## config.mk

```make
export PLATFORM = sky130hd
export DESIGN_NAME = pc_unit_flat
export DESIGN_NICKNAME = d
export VERILOG_FILES = /design/src/rtl/pc_unit_pkg.sv /design/src/rtl/pc_unit_if.sv /design/src/rtl/pc_ret_stack.sv /design/src/rtl/pc_unit.sv /design/src/flat_wrapper.sv
export SDC_FILE = /design/constraint.sdc
export NUM_CORES = 1
export LEC_CHECK = 0
export CORE_ASPECT_RATIO = 0.75
export CORE_UTILIZATION = 35
export DETAILED_ROUTE_END_ITERATION = 8
export SYNTH_ARGS = -nofsm -noshare
export SYNTH_HDL_FRONTEND = slang
export SYNTH_HIERARCHICAL = 1
export SYNTH_SLANG_ARGS = --single-unit
```

## constraint.sdc

```tcl
create_clock -name clk -period 4 [get_ports clk]
set_clock_uncertainty 0.05 [all_clocks]
set_input_delay 0.6 -clock clk [delete_from_list [all_inputs] [get_ports clk]]
set_output_delay 0.6 -clock clk [all_outputs]
set_load 0.02 [all_outputs]
```

## src/rtl/pc_unit_pkg.sv

```systemverilog
// Shared definitions for the program-counter unit: operation codes and the
// default interrupt vector (used when PC_UNIT_INTR_EN is defined).
package pc_unit_pkg;

    typedef enum logic [2:0] {
        OP_HOLD = 3'd0,
        OP_INC  = 3'd1,
        OP_JMP  = 3'd2,
        OP_CALL = 3'd3,
        OP_RET  = 3'd4,
        OP_INTR = 3'd5,
        OP_RSV6 = 3'd6,
        OP_RSV7 = 3'd7
    } pc_op_e;

    localparam logic [31:0] DEFAULT_INTR_VEC = 32'h0000_03FF;

endpackage

```

## src/rtl/pc_unit_if.sv

```systemverilog
// Operation/status bundle between a sequencer (master) and pc_unit (slave).
// No handshake: one op is presented per cycle and takes effect at the next rising edge.
interface pc_unit_if #(
    parameter int AW    = 10,
    parameter int DEPTH = 8
);
    localparam int LW = $clog2(DEPTH) + 1;

    logic [2:0]    pc_op;
    logic [AW-1:0] from_immed;
    logic          stk_err_clr;
    logic [AW-1:0] pc_count;
    logic [LW-1:0] stk_level;
    logic          stk_full;
    logic          stk_empty;
    logic          stk_err;

    modport master (
        output pc_op, from_immed, stk_err_clr,
        input  pc_count, stk_level, stk_full, stk_empty, stk_err
    );

    modport slave (
        input  pc_op, from_immed, stk_err_clr,
        output pc_count, stk_level, stk_full, stk_empty, stk_err
    );
endinterface

```

## src/rtl/pc_ret_stack.sv

```systemverilog
// LIFO return-address stack; the level doubles as the write pointer and only it is reset.
module pc_ret_stack #(
    parameter int AW    = 10,
    parameter int DEPTH = 8
) (
    input  logic                       clk,
    input  logic                       rst_n,
    input  logic                       push,
    input  logic                       pop,
    input  logic [AW-1:0]              din,
    output logic [AW-1:0]              dout,
    output logic [$clog2(DEPTH):0]     level,
    output logic                       full,
    output logic                       empty
);
    localparam int PW = $clog2(DEPTH);
    localparam int LW = PW + 1;

    logic [AW-1:0] mem [DEPTH];
    logic [PW-1:0] wr_idx;
    logic [PW-1:0] top_idx;

    assign wr_idx  = level[PW-1:0];
    assign top_idx = PW'(level - LW'(1));
    assign dout    = mem[top_idx];
    assign full    = (level == LW'(DEPTH));
    assign empty   = (level == '0);

    always_ff @(posedge clk) begin
        if (push) begin
            mem[wr_idx] <= din;
        end
    end

    always_ff @(posedge clk or negedge rst_n) begin
        if (!rst_n) begin
            level <= '0;
        end else if (push) begin
            level <= level + LW'(1);
        end else if (pop) begin
            level <= level - LW'(1);
        end
    end
endmodule

```

## src/rtl/pc_unit.sv

```systemverilog
// Program counter with call/return stack and sticky stack-error flag.
// Define PC_UNIT_INTR_EN to enable op 5 (INTR); otherwise it acts as HOLD.
module pc_unit
    import pc_unit_pkg::*;
#(
    parameter int AW    = 10,
    parameter int DEPTH = 8
`ifdef PC_UNIT_INTR_EN
    ,
    parameter logic [AW-1:0] INTR_VEC = AW'(DEFAULT_INTR_VEC)
`endif
) (
    input  logic    clk,
    input  logic    rst_n,
    pc_unit_if.slave bus
);
    logic [AW-1:0] pc;
    logic [AW-1:0] pc_next;
    logic [AW-1:0] pc_plus1;
    logic [AW-1:0] push_data;
    logic [AW-1:0] top_data;
    logic          push;
    logic          pop;
    logic          err_set;
    logic          err;
    logic          full;
    logic          empty;
    pc_op_e        op;

    assign op       = pc_op_e'(bus.pc_op);
    assign pc_plus1 = pc + AW'(1);

    always_comb begin
        pc_next   = pc;
        push      = 1'b0;
        pop       = 1'b0;
        err_set   = 1'b0;
        push_data = pc_plus1;
        case (op)
            OP_INC:  pc_next = pc_plus1;
            OP_JMP:  pc_next = bus.from_immed;
            OP_CALL: begin
                if (full) begin
                    err_set = 1'b1;
                end else begin
                    push    = 1'b1;
                    pc_next = bus.from_immed;
                end
            end
            OP_RET: begin
                if (empty) begin
                    err_set = 1'b1;
                end else begin
                    pop     = 1'b1;
                    pc_next = top_data;
                end
            end
`ifdef PC_UNIT_INTR_EN
            // Interrupts save the current PC so the interrupted op is resumed.
            OP_INTR: begin
                if (full) begin
                    err_set = 1'b1;
                end else begin
                    push      = 1'b1;
                    push_data = pc;
                    pc_next   = INTR_VEC;
                end
            end
`endif
            default: pc_next = pc;
        endcase
    end

    always_ff @(posedge clk or negedge rst_n) begin
        if (!rst_n) begin
            pc  <= '0;
            err <= 1'b0;
        end else begin
            pc <= pc_next;
            // A fresh error beats a simultaneous clear.
            if (err_set) begin
                err <= 1'b1;
            end else if (bus.stk_err_clr) begin
                err <= 1'b0;
            end
        end
    end

    pc_ret_stack #(
        .AW    (AW),
        .DEPTH (DEPTH)
    ) u_stack (
        .clk   (clk),
        .rst_n (rst_n),
        .push  (push),
        .pop   (pop),
        .din   (push_data),
        .dout  (top_data),
        .level (bus.stk_level),
        .full  (full),
        .empty (empty)
    );

    assign bus.pc_count  = pc;
    assign bus.stk_err   = err;
    assign bus.stk_full  = full;
    assign bus.stk_empty = empty;
endmodule

```

## src/flat_wrapper.sv

```systemverilog
// flat-port wrapper written by rule: the top's interface ports become plain ports
module pc_unit_flat import pc_unit_pkg::*;
#(
    parameter int AW    = 10,
    parameter int DEPTH = 8

)
  (clk, rst_n, bus_pc_op, bus_from_immed, bus_stk_err_clr, bus_pc_count, bus_stk_level, bus_stk_full, bus_stk_empty, bus_stk_err);
  pc_unit_if #(.AW(AW), .DEPTH(DEPTH)) bus_i ();
  input  logic clk;
  input  logic rst_n;
  input wire logic [$bits(bus_i.pc_op)-1:0] bus_pc_op;
  input wire logic [$bits(bus_i.from_immed)-1:0] bus_from_immed;
  input wire logic [$bits(bus_i.stk_err_clr)-1:0] bus_stk_err_clr;
  output wire logic [$bits(bus_i.pc_count)-1:0] bus_pc_count;
  output wire logic [$bits(bus_i.stk_level)-1:0] bus_stk_level;
  output wire logic [$bits(bus_i.stk_full)-1:0] bus_stk_full;
  output wire logic [$bits(bus_i.stk_empty)-1:0] bus_stk_empty;
  output wire logic [$bits(bus_i.stk_err)-1:0] bus_stk_err;
  assign bus_i.pc_op = bus_pc_op;
  assign bus_i.from_immed = bus_from_immed;
  assign bus_i.stk_err_clr = bus_stk_err_clr;
  assign bus_pc_count = bus_i.pc_count;
  assign bus_stk_level = bus_i.stk_level;
  assign bus_stk_full = bus_i.stk_full;
  assign bus_stk_empty = bus_i.stk_empty;
  assign bus_stk_err = bus_i.stk_err;
  pc_unit #(.AW(AW), .DEPTH(DEPTH)) u_core (.clk(clk), .rst_n(rst_n), .bus(bus_i));
endmodule
```

==> impl_metrics.yaml, run 1 <==
die:
  initial_utilization: 0.361
  die_area_mm2: 0.0132
  chipHeight_um: 99.7
  core_area_mm2: 0.0123
  rows: 35
  die_x_um: 132
  pin_count: 33
layout:
  antennaDiodeCount: 0
  synthToLayoutAreaGrowth_pct: 17.5
  fill_cells: 1141
  fin_util: 0.424
  stdcell_area_mm2: 0.00523
  final_cells: 538
  drive_gt1_frac: 0.108
  final_nets: 386
drt:
  wire_per_inst_um: 18.1
  wl_mm: 9.74
  first_pass_iters: 4
  remaining_drc_errors: 0
  postRouteAntennaNets: 0
  route.met2.wl_mm: 4.29
  drtIter0Drc: 232
  dr_wl_met3_um: 665
  top_layer: "met4"
  via_per_inst: 5.26
  vias: 2830
  wl_met1_mm: 4.76
yosys:
  synth_fp_nets: 353
  synth-async-reset-ratio: 0.158
  synth_seq_cells: 95
  yosysWarnings: 6
  synth_cells: 334
  yosysMostFrequentCell: "edfxtp_1"
  synth_ff_type: "edfxtp_1"
  synth_edf_count: 80
  synthTopCellsByArea: "edfxtp_1 (54%), dfrtp_1 (8.4%), mux2i_1 (4.5%)"
  synth_seq_area_share: 0.624
  synth_common_cells: "edfxtp_1 (80), and3_1 (24), nor2b_1 (23)"
  netlist_area_mm2: 0.00445
  synth_top_area_frac: 0.539
  synth_top_cell_by_area: "edfxtp_1"
  syn_area_per_cell_um2: 13.3
  yosysUniqueCellTypes: 52
global_routing:
  grt_max_degree: 70
  grt_pass1_vias: 2685
  grt_pass1_wl_mm: 15.3
  grt-ovfl-total: 0
  track_usage: 0.158
  grt_antenna_before_repair: 0
job:
  maxCapViolCount: 0
sta:
  hold_violations: 0
  finalSetupViolCount: 0
  fin_crit_sh: 0.702
  final.setup.tns_ps: 0
  slew_headroom: 0.262
  slew_viol_final: 0
  worst_pin_slew_ps: 1110
  max_freq_mhz: 356
  grt_setup_unrepaired: "false"
  whs_ps: 470
  period_minus_slack_ps: 2810
setup_path:
  required_ps: 4180
  cp.arrival_ps: 2990
  cp_max_fo: 42
  worstSetupPathType: "flip-flop to flip-flop"
  worstSetupStartpointType: "flip-flop"
  cp-end-kind: "flip-flop"
  rrSetupSlack_ps: 1190
placed_design:
  placed_cell_area_mm2: 0.00492
  gp_congestion: 0.844
  place.port_buffers: 32
  dp_hpwl_mm: 6.51
  dpl.cell_count: 522
power:
  p_per_area_mw_per_mm2: 753
  ir_worst_vdd_v: 0.000706
  leakagePower_nw: 1.85
clocking:
  cts.clk_slew.worst_paths_ps: 60
  cts_root_buf: "clkbuf_16"
  htreeDepth: 3
  postCtsSetupBuffers: 0
  ctsResizeCount: 0
  cts_buffer_depth: 2
  cts.sinks: 95
  cts_tree: "built"
  holdBufCountCts: 0
  numCtsBuffers: 9
  clock_latency_ps: 340
hold_path:
  hold_path_class: "flip-flop to flip-flop"
outcome:
  status: "completed"
## stage by stage
stage	worst slack, ps	power [W]
floorplan	672	0.00261
global route	968	0.00418
finish	1190	0.00394
detailed placement	1060	0.00311
CTS	1170	0.00399
global placement	1080	0.00310
## layout by cell type, fill, tap and decap left out, types with 6 or more instances in the layout
cell type and n:
nor4_1 12, a2111oi_0 19, xor2_1 7, and3_1 24
xnor2_1 6, nor2_1 16, nor2b_1 23, clkbuf_16 9
inv_1 6, edfxtp_1 80, nand2_1 14, mux2i_1 20
clkdlybuf4s50_1 32, buf_4 14, nor3_1 6, dfrtp_1 14
## final cells by class
class / instances / area (um^2) / area share
Clock inverter: 5 / 66.3 / 0.0127
Inverter: 7 / 26.3 / 0.00502
Clock buffer: 11 / 243 / 0.0464
Multi-Input combinational cell: 208 / 1490 / 0.284
Timing Repair Buffer: 46 / 425 / 0.0813
Sequential cell: 95 / 2780 / 0.531
Tap cell: 166 / 208 / 0.0397
## sequential cells by signal (all words and copies together), names as in the netlist
register / count
u_core/u_stack/level: 4
u_core/bus.stk_err: 1
u_core/bus.pc_count: 10
u_core/u_stack/mem: 80
## power breakdown
part           internal, W  switching [W]  total [W]  leakage [nW]
Combinational     0.000610       0.000982    0.00159         0.801
Clock             0.000508       0.000364   0.000872         0.148
Sequential         0.00134       0.000132    0.00148         0.905
Total              0.00246        0.00148    0.00394          1.85
## critical path: stages, from the launching register on
cell and delay [ps]:
dfrtp_1 450, inv_1 90, ha_1 1030, and3_1 290, nor4_1 70, a32o_1 260, mux2_2 250, a31o_2 210
## cell families after synthesis
kind of cell             synth area share
flip-flops                          0.624
buffers and inverters              0.0427
adder cells (fa/ha/maj)           0.00843
AO/OA/AOI/OAI                       0.107
XOR/XNOR                           0.0256
multiplexers                       0.0500
AND/OR/NAND/NOR                     0.142
## worst paths after layout
path,startpoint,end,cells past startpoint
max,u_core/u_stack/level[1],u_core/bus.pc_count[5],7
min in group asynchronous,rst_n,u_core/bus.pc_count[6],1
max reg2reg,u_core/u_stack/level[1],u_core/bus.pc_count[5],7
min,u_core/u_stack/level[3],u_core/u_stack/level[3],1
min reg2reg,u_core/u_stack/level[3],u_core/u_stack/level[3],1
max in group asynchronous,rst_n,u_core/u_stack/level[0],1
## metal layers
layer	vias up	track usage
li1	1365	-
met1	1391	0.237
met2	72	0.215
met3	2	0.0566
met4	0	0.0345
met5	-	0
(Power assumes the default switching activity.)
==> run 2, diff against run 1 <==
==> constraint.sdc (replaced) <==
create_clock -name clk -period 2.26 [get_ports clk]
set_clock_uncertainty 0.05 [all_clocks]
set_input_delay 0.339 -clock clk [delete_from_list [all_inputs] [get_ports clk]]
set_output_delay 0.339 -clock clk [all_outputs]
set_load 0.02 [all_outputs]
==> run 2 against run 1 <==
Global-route usage rose by 1.8 points; register-to-register slack worse by 1200 ps; clock-buffer cell count is 1 lower; design area is 17% higher; core utilization grew 7.4 points; maximum frequency rose by 25%; routed wire length is 17% higher; via count rose by 12%; first-iteration DRC count increased by 52%; hold slack worse by 200 ps; sequential power increased by 76%; cell count grew 9.7%.
==> impl_metrics.yaml, run 2 (synthesized netlist as in run 1, its figures left out) <==
clocking:
  cts.sinks: 95
  cts_root_buf: "clkbuf_16"
  cts.clk_slew.worst_paths_ps: 60
  clock_latency_ps: 340
  cts_tree: "built"
  htreeDepth: 3
  cts_buffer_depth: 2
  numCtsBuffers: 9
layout:
  final_nets: 438
  synthToLayoutAreaGrowth_pct: 37.9
  final_cells: 590
  layout_common_cells: "edfxtp_1 (80), buf_4 (52), clkdlybuf4s50_1 (30)"
  top_register: "u_core/u_stack/mem"
  layout_commonest_cell: "edfxtp_1"
  largest_reg_flops: 80
  drive_gt1_frac: 0.316
  antennaDiodeCount: 0
global_routing:
  grt-ovfl-total: 0
  track_usage: 0.176
  grt_pass1_wl_mm: 17.2
  grt_pass1_vias: 3022
  grt_max_degree: 38
  grt_antenna_before_repair: 0
outcome:
  status: "completed"
setup_path:
  path_delay_family: "compound AO/OA/AOI/OAI gates"
  path_cells: "inv_2 > ha_4 > xor2_2 > buf_12 > buf_4 > a2111oi_4 > nor4_2 > a32o_1 > mux2_2 > a31o_2"
  worst_path_max_delay_cell: "dfrtp_1"
  worstSetupPathType: "flip-flop to flip-flop"
  cp-end-kind: "flip-flop"
  cpPeakStageDelay_ps: 360
  worstSetupStartpointType: "flip-flop"
  cp_max_fo: 17
  required_ps: 2440
  cp_num_buf_inv: 3
  cp.arrival_ps: 2430
sta:
  period_minus_slack_ps: 2250
  final.setup.tns_ps: 0
  slew_viol_final: 0
  grt_setup_unrepaired: "true"
  worst_pin_slew_ps: 861
  finalSetupViolCount: 0
  whs_ps: 270
  fin_crit_sh: 0.997
  finalWorstSetupSlack_ps: 6.97
  slew_headroom: 0.411
  max_freq_mhz: 444
  hold_violations: 0
job:
  maxCapViolCount: 0
die:
  die_area_mm2: 0.0132
  die_x_um: 132
  chipHeight_um: 99.7
  core_area_mm2: 0.0123
  initial_utilization: 0.361
  rows: 35
  pin_count: 33
drt:
  drtIter0Drc: 353
  postRouteAntennaNets: 0
  wl_mm: 11.4
  first_pass_iters: 5
  remaining_drc_errors: 0
  vias: 3168
  wire_per_inst_um: 19.4
  via_per_inst: 5.37
power:
  swShare: 0.382
  p_total_w: 0.00898
  seqPwrFrac: 0.290
  clock_power_share: 0.168
  switching_power_w: 0.00343
  leakagePower_nw: 2.21
  internal-power_w: 0.00555
  combinationalPowerShare: 0.542
  p_per_area_mw_per_mm2: 1460
  ir_worst_vdd_v: 0.000921
placed_design:
  gp_congestion: 0.862
  pre_cts_slack_ps: -76.1
  dp_hpwl_mm: 7.72
  dpl.cell_count: 563
  place.port_buffers: 32
hold_path:
  hold_path_class: "input pin to async pin"
run 2: worst paths after layout:
| kind | from | to | slack (ps) | cells after the start |
|---|---|---|---|---|
| min in group clk | u_core/bus.stk_err | u_core/bus.stk_err | 480 | 2 |
| setup / recovery | u_core/u_stack/level[1] | u_core/bus.pc_count[5] | 7 | 10 |
| hold / removal | rst_n | u_core/bus.stk_err | 270 | 2 |
| setup reg to reg | u_core/u_stack/level[1] | u_core/bus.pc_count[5] | 7 | 10 |
| max in group asynchronous | rst_n | u_core/u_stack/level[0] | 1680 | 2 |
| hold reg to reg | u_core/bus.stk_err | u_core/bus.stk_err | 480 | 2 |
run 2: power by group through the flow:
stage | logic [W] | registers [W] | clock network (W)
finish | 0.00486 | 0.00261 | 0.00151
global route | 0.00522 | 0.00263 | 0.00160
floorplan | 0.00243 | 0.00274 | 0
CTS | 0.00436 | 0.00260 | 0.00154
detailed placement | 0.00429 | 0.00263 | 0
global placement | 0.00416 | 0.00262 | 0
run 2: metrics by stage:
step / utilization / area (um^2)
after floorplan: - / 4740
after detailed placement: 0.456 / 5630
after global routing: 0.497 / 6140
final: 0.497 / 6140
after global placement: 0.456 / 5630
after CTS: 0.482 / 5950
run 2: layout make-up:
cell class / count / area (um^2)
well taps: 166 / 208
repair buffers: 98 / 975
multi-input cells: 208 / 1850
fillers: 1073 / 6210
clock inverters: 6 / 68.8
flip-flops and latches: 95 / 2780
inverters: 7 / 28.8
clock buffers: 10 / 229
run 2: timing repair:
action | in CTS | in global routing
setup buffers | 2 | 9
setup endpoints to repair | 6 | 30
endpoints found under the hold margin | 0 | 0
resized for setup | 6 | 22
hold buffers | 0 | 0
pin swaps | 2 | 4
run 2: metal layers:
metal / routed length [um] / global-route usage / up-vias
li1: - / - / 1476
met1: 5420 / 0.253 / 1591
met2: 5150 / 0.260 / 85
met3: 725 / 0.0515 / 16
met4: 117 / 0.0442 / 0
met5: 0 / 0 / -
==> run 3, diff against run 2 <==
--- a/config.mk
+++ b/config.mk
@@ -6,8 +6,9 @@
 export NUM_CORES = 1
 export LEC_CHECK = 0
 export CORE_ASPECT_RATIO = 0.75
-export CORE_UTILIZATION = 35
+export CORE_UTILIZATION = 53
 export DETAILED_ROUTE_END_ITERATION = 8
+export PLACE_DENSITY = 0.76
 export SYNTH_ARGS = -nofsm -noshare
 export SYNTH_HDL_FRONTEND = slang
 export SYNTH_HIERARCHICAL = 1
==> run 3 against run 2 <==
Flip-flop and latch count stayed put; clock-buffer cell count down 1; the run now ends with negative setup slack left; die area shrank 33%.
==> impl_metrics.yaml, run 3 (synthesized netlist as in run 1, its figures left out) <==
sta:
  worst_pin_slew_ps: 766
  fin_crit_sh: 1.01
  hold_violations: 0
  grt_setup_unrepaired: "true"
  period_minus_slack_ps: 2290
  finalSetupViolCount: 1
  max_freq_mhz: 436
  final.setup.tns_ps: -33.0
  finalWorstSetupSlack_ps: -33.0
  slew_viol_final: 0
  slew_headroom: 0.488
power:
  leakagePower_nw: 2.19
  p_total_w: 0.00893
  internal-power_w: 0.00541
  switching_power_w: 0.00353
  swShare: 0.395
  p_per_area_mw_per_mm2: 1480
  ir_worst_vdd_v: 0.00158
  combinationalPowerShare: 0.564
  clock_power_share: 0.145
  seqPwrFrac: 0.291
layout:
  top_register: "u_core/u_stack/mem"
  final_nets: 434
  layout_common_cells: "edfxtp_1 (80), buf_4 (42), clkdlybuf4s50_1 (30)"
  fin_util: 0.753
  largest_reg_flops: 80
  layout_commonest_cell: "edfxtp_1"
  antennaDiodeCount: 0
  synthToLayoutAreaGrowth_pct: 35.6
  final_cells: 525
  stdcell_area_mm2: 0.00604
  drive_gt1_frac: 0.312
drt:
  vias: 3254
  wire_per_inst_um: 22.3
  remaining_drc_errors: 0
  postRouteAntennaNets: 0
  drtIter0Drc: 257
  wl_mm: 11.7
  first_pass_iters: 6
  via_per_inst: 6.20
die:
  die_x_um: 108
  core_area_mm2: 0.00802
  die_area_mm2: 0.00878
  initial_utilization: 0.555
  pin_count: 33
  chipHeight_um: 81.4
  rows: 28
setup_path:
  path_delay_family: "simple AND/OR/NAND/NOR gates"
  required_ps: 2480
  r2r_cells: 10
  r2r-end: "u_core/bus.pc_count[6]"
  crit_start: "u_core/u_stack/level[0]"
  cp_max_fo: 5
  cp_num_buf_inv: 3
  rrSetupSlack_ps: -30
  r2r-start: "u_core/u_stack/level[0]"
  cp-end-kind: "flip-flop"
  cp.arrival_ps: 2510
  worst_path_max_delay_cell: "dfrtp_2"
  worstSetupStartpointType: "flip-flop"
  cpPeakStageDelay_ps: 440
  cp_common_cell: "buf_4"
  path_cells: "inv_4 > ha_4 > buf_4 > xnor2_4 > and3_1 > nor4_2 > buf_4 > nor3b_1 > a21oi_1 > o2111ai_1"
  worstSetupPathType: "flip-flop to flip-flop"
clocking:
  cts_buffer_depth: 2
  numCtsBuffers: 9
  cts.sinks: 95
  clock_latency_ps: 370
  htreeDepth: 3
  cts_root_buf: "clkbuf_8"
  cts.clk_slew.worst_paths_ps: 100
  cts_tree: "built"
outcome:
  status: "finished with violations"
  violations: "negative setup slack"
placed_design:
  dpl.cell_count: 498
  dp_hpwl_mm: 7.29
  placed_cell_area_mm2: 0.00549
  place.port_buffers: 32
  gp_congestion: 0.872
global_routing:
  track_usage: 0.268
  grt_antenna_before_repair: 0
  grt_pass1_vias: 3056
  grt_pass1_wl_mm: 16.6
  grt-ovfl-total: 0
  grt_max_degree: 41
hold_path:
  hold_path_class: "input pin to async pin"
job:
  maxCapViolCount: 0
[run 3: stage by stage]
step           hold WS [ps]  worst slack [ps]
2_1_floorplan         -6.59              -287
3_3_place_gp            467              5.92
3_5_place_dp            512             -67.4
4_1_cts                 363             -9.47
5_1_grt                 417             -97.4
6_report                355             -33.0
[run 3: repair_timing]
action                     CTS  global route
hold buffers                 0             0
gates resized for setup     13            30
setup buffers                5             5
gates cloned                 1             0
pin swaps                    5            11
setup endpoints to repair   12            32
[run 3: metal layers]
metal | global-route usage | part of all wire | routed length (um)
met1 | 0.369 | 0.43 | 5060
met2 | 0.412 | 0.48 | 5660
met3 | 0.0634 | 0.059 | 695
met4 | 0.110 | 0.026 | 300
met5 | 0 | 0 | 0
[run 3: power by group through the flow]
stage	logic [W]	clock network [W]	registers (W)
global route	0.00534	0.00137	0.00263
finish	0.00503	0.00129	0.00260
CTS	0.00437	0.00131	0.00261
floorplan	0.00243	0	0.00274
detailed placement	0.00406	0	0.00263
global placement	0.00397	0	0.00262
[run 3: worst max path at each step]
| stage | to | slack, ps | cells after the start |
|---|---|---|---|
| after floorplan | u_core/u_stack/mem[2][0] | -290 | 10 |
| after global placement | u_core/bus.pc_count[1] | 6 | 8 |
| after detailed placement | u_core/bus.pc_count[7] | -70 | 10 |
| after CTS | u_core/bus.pc_count[5] | -9 | 10 |
| after global routing | u_core/bus.pc_count[6] | -100 | 10 |
| final | u_core/bus.pc_count[6] | -30 | 10 |
[run 3: final cells by class]
class / instances / area [um^2]
sequential: 95 / 2780
fill: 482 / 1980
multi-input combinational: 209 / 1910
timing repair buffer: 93 / 961
inverter: 7 / 28.8
tap: 105 / 131
clock inverter: 7 / 109
clock buffer: 9 / 124
